==> config.mk <==
export PLATFORM = sky130hd
export DESIGN_NAME = fpu_issue_ctrl
export DESIGN_NICKNAME = d
export VERILOG_FILES = /design/src/rtl/fpu_issue_ctrl_pkg.sv /design/src/rtl/fpu_issue_ctrl_wdog.sv /design/src/rtl/fpu_issue_ctrl.sv
export SDC_FILE = /design/constraint.sdc
export NUM_CORES = 1
export LEC_CHECK = 0
export CAP_MARGIN = 20
export CORE_MARGIN = 2
export CORE_UTILIZATION = 45
export CTS_BUF_LIST = sky130_fd_sc_hd__clkbuf_8
export CTS_CLUSTER_SIZE = 14
export DETAILED_ROUTE_END_ITERATION = 16
export PLACE_DENSITY = 0.88
export SYNTH_ARGS = -nofsm -noshare
export SYNTH_HDL_FRONTEND = slang
export SYNTH_SLANG_ARGS = --single-unit
==> constraint.sdc <==
create_clock -name clk -period 4.1 [get_ports clk]
set_input_delay 0.82 -clock clk [delete_from_list [all_inputs] [get_ports clk]]
set_output_delay 0.82 -clock clk [all_outputs]
set_load 0.1 [all_outputs]
==> src/rtl/fpu_issue_ctrl_pkg.sv <==
// Shared definitions for the FPU issue controller: ALUCtrl codes and FSM state encodings.
// The decoder uses the same ALU constants, so they are defined only here.
package fpu_issue_ctrl_pkg;

    localparam logic [3:0] ALU_FPU_ADD = 4'b1110;
    localparam logic [3:0] ALU_FPU_MUL = 4'b1111;

    typedef enum logic [1:0] {
        S_IDLE  = 2'd0,
        S_BUSY  = 2'd1,
        S_WB    = 2'd2,
        S_DRAIN = 2'd3
    } fpu_state_e;

    function automatic logic is_fpu_ctrl(input logic [3:0] ctrl);
        return (ctrl == ALU_FPU_ADD) || (ctrl == ALU_FPU_MUL);
    endfunction

endpackage

==> src/rtl/fpu_issue_ctrl_wdog.sv <==
// Watchdog counter bounding FPU latency: clears on request, counts while enabled,
// flags expiry at TIMEOUT-1 and saturates at TIMEOUT instead of wrapping.
module fpu_wdog_cnt #(
    parameter int TIMEOUT = 15,
    parameter int CNT_W   = 4
) (
    input  logic clk,
    input  logic rst_n,
    input  logic clr,
    input  logic en,
    output logic expire
);

    localparam logic [CNT_W-1:0] CNT_SAT = CNT_W'(TIMEOUT);
    localparam logic [CNT_W-1:0] CNT_EXP = CNT_W'(TIMEOUT - 1);

    logic [CNT_W-1:0] cnt_r;

    // Watchdog count register with clear priority and saturation
    always_ff @(posedge clk) begin
        if (!rst_n) begin
            cnt_r <= '0;
        end else if (clr) begin
            cnt_r <= '0;
        end else if (en && (cnt_r != CNT_SAT)) begin
            cnt_r <= cnt_r + {{(CNT_W-1){1'b0}}, 1'b1};
        end else begin
            cnt_r <= cnt_r;
        end
    end

    assign expire = (cnt_r == CNT_EXP);

endmodule

==> src/rtl/fpu_issue_ctrl.sv <==
// Sequences multi-cycle FPU add/mul ops from EX: latches operands, pulses start,
// stalls the pipeline until done or watchdog expiry, and drains results of aborted ops.
module fpu_issue_ctrl
    import fpu_issue_ctrl_pkg::*;
#(
    parameter int DATA_W  = 32,
    parameter int REG_W   = 5,
    parameter int TIMEOUT = 15
) (
    input  logic              clk,
    input  logic              rst_n,
    input  logic              issue_valid,
    input  logic [3:0]        alu_ctrl,
    input  logic [DATA_W-1:0] op_a,
    input  logic [DATA_W-1:0] op_b,
    input  logic [REG_W-1:0]  rd_addr,
    input  logic              flush,
    output logic              fpu_start,
    output logic              fpu_op,
    output logic [DATA_W-1:0] fpu_a,
    output logic [DATA_W-1:0] fpu_b,
    input  logic              fpu_done,
    input  logic [DATA_W-1:0] fpu_result,
    output logic              stall,
    output logic              wb_valid,
    output logic [REG_W-1:0]  wb_rd,
    output logic [DATA_W-1:0] wb_data,
    output logic              wb_err
);

    localparam int CNT_W = $clog2(TIMEOUT + 1);

    fpu_state_e        state_r;
    logic              timeout_r;
    logic              fpu_start_r;
    logic              fpu_op_r;
    logic [DATA_W-1:0] fpu_a_r;
    logic [DATA_W-1:0] fpu_b_r;
    logic              wb_valid_r;
    logic              wb_err_r;
    logic [REG_W-1:0]  wb_rd_r;
    logic [DATA_W-1:0] wb_data_r;

    logic fpu_req_s;
    logic cnt_en_s;
    logic cnt_clr_s;
    logic expire_s;

    assign fpu_req_s = issue_valid && is_fpu_ctrl(alu_ctrl);
    assign cnt_en_s  = (state_r == S_BUSY) || (state_r == S_DRAIN);
    // Leaving BUSY always enters a new state, so the count restarts from zero there too
    assign cnt_clr_s = !cnt_en_s || ((state_r == S_BUSY) && (flush || fpu_done || expire_s));

    fpu_wdog_cnt #(
        .TIMEOUT (TIMEOUT),
        .CNT_W   (CNT_W)
    ) u_wdog (
        .clk    (clk),
        .rst_n  (rst_n),
        .clr    (cnt_clr_s),
        .en     (cnt_en_s),
        .expire (expire_s)
    );

    // Issue FSM with operand latches and writeback registers
    always_ff @(posedge clk) begin
        if (!rst_n) begin
            state_r     <= S_IDLE;
            timeout_r   <= 1'b0;
            fpu_start_r <= 1'b0;
            fpu_op_r    <= 1'b0;
            fpu_a_r     <= '0;
            fpu_b_r     <= '0;
            wb_valid_r  <= 1'b0;
            wb_err_r    <= 1'b0;
            wb_rd_r     <= '0;
            wb_data_r   <= '0;
        end else begin
            fpu_start_r <= 1'b0;
            wb_valid_r  <= 1'b0;
            wb_err_r    <= 1'b0;
            case (state_r)
                S_IDLE: begin
                    if (fpu_req_s && !flush) begin
                        fpu_a_r     <= op_a;
                        fpu_b_r     <= op_b;
                        fpu_op_r    <= alu_ctrl[0];
                        wb_rd_r     <= rd_addr;
                        fpu_start_r <= 1'b1;
                        state_r     <= S_BUSY;
                    end else begin
                        state_r <= S_IDLE;
                    end
                end
                S_BUSY: begin
                    if (flush) begin
                        state_r <= fpu_done ? S_IDLE : S_DRAIN;
                    end else if (fpu_done) begin
                        wb_data_r  <= fpu_result;
                        wb_valid_r <= 1'b1;
                        timeout_r  <= 1'b0;
                        state_r    <= S_WB;
                    end else if (expire_s) begin
                        wb_data_r  <= '0;
                        wb_valid_r <= 1'b1;
                        wb_err_r   <= 1'b1;
                        timeout_r  <= 1'b1;
                        state_r    <= S_WB;
                    end else begin
                        state_r <= S_BUSY;
                    end
                end
                // A timed-out op still owes the FPU a late done, so it must be drained
                S_WB: begin
                    state_r <= timeout_r ? S_DRAIN : S_IDLE;
                end
                S_DRAIN: begin
                    if (fpu_done || expire_s) begin
                        state_r <= S_IDLE;
                    end else begin
                        state_r <= S_DRAIN;
                    end
                end
                default: begin
                    state_r <= S_IDLE;
                end
            endcase
        end
    end

    assign fpu_start = fpu_start_r;
    assign fpu_op    = fpu_op_r;
    assign fpu_a     = fpu_a_r;
    assign fpu_b     = fpu_b_r;
    assign wb_rd     = wb_rd_r;
    assign wb_data   = wb_data_r;
    // A flush in the WB cycle squashes the completing instruction
    assign wb_valid  = wb_valid_r && !flush;
    assign wb_err    = wb_err_r && !flush;
    assign stall     = (state_r == S_BUSY) ||
                       (fpu_req_s && ((state_r == S_IDLE) || (state_r == S_DRAIN)) && !flush);

endmodule

After elaboration in Yosys (flattened, before gate mapping):

Cells that the tools add are included.

* register bits after elaboration: 112
* latch bits: 0
* bits in writable memories: 0
* bits in read-only memories: 0
* memories: 0

* $add $sub $neg: 1
* multiply operators: 0
* divide/modulo/power cells: 0
* order comparisons: 0
* equality and inequality tests: 7
* shift-type cells: 0
* mux-type cells: 15
* bitwise gates (word level): 3
* reduce and logical (&&, ||, !) cells: 26

Operators with widths (count)
* $mux W32: 2
* $eq A4 B4 Y1 const B: 3
* $mux W2: 6
* $logic_and A1 B1 Y1: 8
* $logic_or A1 B1 Y1: 8
* $pmux W2 S4: 1
* $mux W1: 6
* $add A4 B1 Y4 const B: 1
* $eq A2 B2 Y1 const B: 2
* $ne A4 B4 Y1 const B: 1
* $reduce_and A2 Y1: 2
* $reduce_or A4 Y1: 1
* $not A1 Y1: 3
* $reduce_and A3 Y1: 1
* $reduce_or A3 Y1: 1
* $eq A2 B1 Y1 const B: 1
* $logic_not A1 Y1: 2
* $logic_not A2 Y1: 1
* $reduce_bool A2 Y1: 1
* $reduce_or A2 Y1: 1

Longest topological paths before layout:

* depth after elaboration: 6
* mapped depth: 7

Hierarchy:

Synthesis repeated with hierarchy kept, for this count alone.

* cells, all modules: 437
* area total of the unflattened synthesis: 4357.9 sq um

By module, submodules not included
* fpu_issue_ctrl: instances 1, cells each 414, area each 4146.5 sq um, seq. area each 2162.1 sq um
* fpu_wdog_cnt: instances 1, cells each 23, area each 211.5 sq um, seq. area each 80.1 sq um

Worst setup path after synthesis:

Ideal clock, no wire load.

* path kind: in2out
* start point: input flush
* end point: output stall
* data arrival time: 3.252 ns
* data required time: 3.280 ns
* path slack: 0.028 ns
* cell stages on the path: 2
* cells stage by stage: buf_4 o31ai_1

* cells in the longest elaborated chain, start to end: 3

Ends and longest elaborated chain
* from (decl): RTL line fpu_issue_ctrl.sv:17 `input logic flush,`
* $logic_not A1 Y1: RTL line fpu_issue_ctrl.sv:141 `(fpu_req_s && ((state_r == S_IDLE) || (state_r == S_DRAIN)) && !flush);`
* $logic_and A1 B1 Y1: RTL line fpu_issue_ctrl.sv:141
* $logic_or A1 B1 Y1: RTL line fpu_issue_ctrl.sv:140 `assign stall = (state_r == S_BUSY) ||`
* to (decl): RTL line fpu_issue_ctrl.sv:24 `output logic stall,`

Every way passes these cells.

Worst setup path after layout:

Ends and elaborated chain as after synthesis.

==> metrics.md <==
| Metric | Value |
|---|---|
| Top-area cell type share of the netlist area | `50.9%` |
| Arr. time, crit path | `2110 ps` |
| Worst-Margin Slew | `1030 ps` |
| Commonest non-fill, non-tap cell in the layout | `clkdlybuf4s50_1` |
| Initial Util | `45.7%` |
| RD Place Congestion | `0.719` |
| Grt ovf | `0` |
| Remaining antenna violation count | `0` |
| Synth top area cells | `dfxtp_1 51%, mux2i_1 16%, nand2_1 12%` |
| DR iter-0 viols | `84` |
| Reg2reg path depth | `6` |
| Post-DP HPWL | `8.46 mm` |
| Hold Crit Depth | `2` |
| CTS Hold Buffers Added | `0` |
| Final TNS setup | `0 ps` |
| Worst Path Max Fanout | `9` |
| Clk Latency, worst-skew pair | `370 ps` |
| Nets | `758` |
| Multi-input logic area | `0.00190 sq mm` |
| Detailed Route WL | `11.4 mm` |
| DR vias | `3843` |
| Num CTS Buffers | `9` |
| Fill cells | `722` |
| Layout cells sized above 1 | `5.57%` |
| Fmax | `0.342 GHz` |
| Area of the mapped netlist | `0.00440 sq mm` |
| CTS tree | `built` |
| Sequential fraction of the synthesis area | `50.9%` |
| Yosys reg bits | `112` |
| CTS resizes | `0` |
| Number of global-route vias before repair | `3753` |
| HP Class | `reg -> reg` |
| MaxCap Viol Count | `0` |
| Clock Skew | `12.5 ps` |
| GRT Resource Usage Total | `20.8%` |
| Register area | `0.00224 sq mm` |
| Row count | `36` |
| Worst-path clk slew | `90 ps` |
| Chip Width | `103 microns` |
| Min cycle time layout | `2930 ps` |
| Mapped Nets | `560` |
| DIE AREA | `0.0106 sq mm` |
| Root Buffer | `clkbuf_8` |
| Unrepaired setup endpoints after global routing | `false` |
| Peak supply drop | `204 uV` |
| Commonest cells after routing, fill and taps aside | `211 x clkdlybuf4s50_1, 145 x nand2_1, 112 x dfxtp_1` |
| Area growth syn-to-layout | `52.0%` |
| Warnings, synthesis | `0` |
| Largest net degree at the start of global routing | `76` |
| I/O Buffers | `215` |
| Sink Count | `112` |
| WHS | `459 ps` |
| Crit path kind | `in -> out` |
| Setup crit start kind | `input pin` |
| Ant diodes | `0` |
| Global-route wire length before repair | `17.3 mm` |
| Initial antenna violation count | `0` |
| Slew Limit Headroom | `30.9%` |
| Endpoints failing setup | `0` |
| Post-CTS Repair Setup Buffers | `0` |
| Largest area contributor in the netlist | `dfxtp_1` |
| Via density | `4.93` |
| I/O pin count | `216` |
| Slew Limit Fails | `0` |
| Avg Synthesized Cell Area | `9.94 sq um` |
| CTS H-Tree Depth | `3` |
| Leakage | `2.45 nW` |
| Final Hold Fails | `0` |
| CTS Buffer Depth | `2` |
| Synth Instances | `443` |
| Run status | `complete, no violations` |
| DRC | `0` |
| DRT Pass-1 Iters | `5` |
| Netlist cell types | `37` |
| Part of the cycle the worst path needs | `71.4%` |
| Vert. Die Dim | `103 microns` |
| WL per Instance | `14.7 microns` |
| Power Dens Cells | `302 mW/mm^2` |
| Worst setup EP type | `output port` |
| Core Region | `0.00964 sq mm` |
| Worst EP required | `3280 ps` |
cell families (layout without fill, tap and decap cells):
| logic type | Yosys count | in the layout | share of synthesized area, % |
|---|---|---|---|
| AND/OR/NAND/NOR | 166 | 166 | 15.3 |
| flip-flops | 112 | 112 | 50.9 |
| multiplexers | 70 | 70 | 15.9 |
| AO/OA/AOI/OAI | 50 | 50 | 9.72 |
| buffers and inverters | 38 | 241 | 6.08 |
| adder cells (fa/ha/maj) | 7 | 7 | 1.99 |
cells in the mapped netlist, drive strengths merged:
cell type,n
nand2,145
dfxtp,112
mux2i,70
a22o,32
buf,21
clkbuf,12
ha,7
inv,5
o21ai,5
and3,4
nor2b,4
nor3,3
a21oi,2
nand4,2
nor2,2
or3,2
a21boi,1
a21o,1
a311o,1
a31o,1
a31oi,1
a32o,1
a41o,1
and2,1
nand3,1
nand3b,1
nor3b,1
o211a,1
o2bb2ai,1
o311a,1
o31ai,1
worst max-delay path: stages:
cell,delay (ps)
clkdlybuf4s50_1,620
o31ai_1,330
buf_4,330
final timing paths:
kind | from | end | slack (ps)
setup / recovery | flush | stall | 1170
hold / removal | fpu_b[1]$_SDFFE_PN0P_ | fpu_b[1]$_SDFFE_PN0P_ | 460
setup reg to reg | state_r[1]$_SDFF_PN0_ | wb_data[12]$_SDFFE_PN0P_ | 2350
hold reg to reg | fpu_b[1]$_SDFFE_PN0P_ | fpu_b[1]$_SDFFE_PN0P_ | 460
power breakdown:
part	total (mW)	internal (mW)	switching [mW]
Combinational	0.275	0.128	0.147
Clock	0.646	0.279	0.367
Sequential	1.10	1.10	0.00538
per-layer routing:
layer	routed length [microns]	up-vias	global-route usage (%)
met5	0	-	0
met4	153	0	8.40
met3	1060	16	7.59
met2	5660	149	36.3
met1	4540	1788	22.9
li1	-	1890	-
cell type report:
cell class	count	area share (%)
clock buffer	9	1.85
clock inverter	7	0.972
inverter	5	0.280
multi-input combinational	293	28.3
sequential	112	33.5
tap	133	2.49
timing repair buffer	220	32.6
per-stage QoR:
| stage | std cells | area, sq um | total power, mW | setup WS, ps | util [%] |
|---|---|---|---|---|---|
| finish | 779 | 6690 | 2.02 | 1170 | 69.4 |
| floorplan | 443 | 4400 | 1.27 | 28.3 | - |
| global route | 779 | 6690 | 2.09 | 1130 | 69.4 |
| detailed placement | 763 | 6500 | 1.40 | 1170 | 67.5 |
| global placement | 763 | 6500 | 1.40 | 1180 | 67.5 |
| CTS | 779 | 6690 | 2.04 | 1170 | 69.4 |
registers in the layout (all words and copies together) (netlist names):
name and count:
wb_rd 5, fpu_op 1, state_r 2, fpu_start 1, timeout_r 1, fpu_a 32, wb_err_r 1, wb_valid_r 1
u_wdog.cnt_r 4, wb_data 32, fpu_b 32
(Power assumes the default switching activity.)
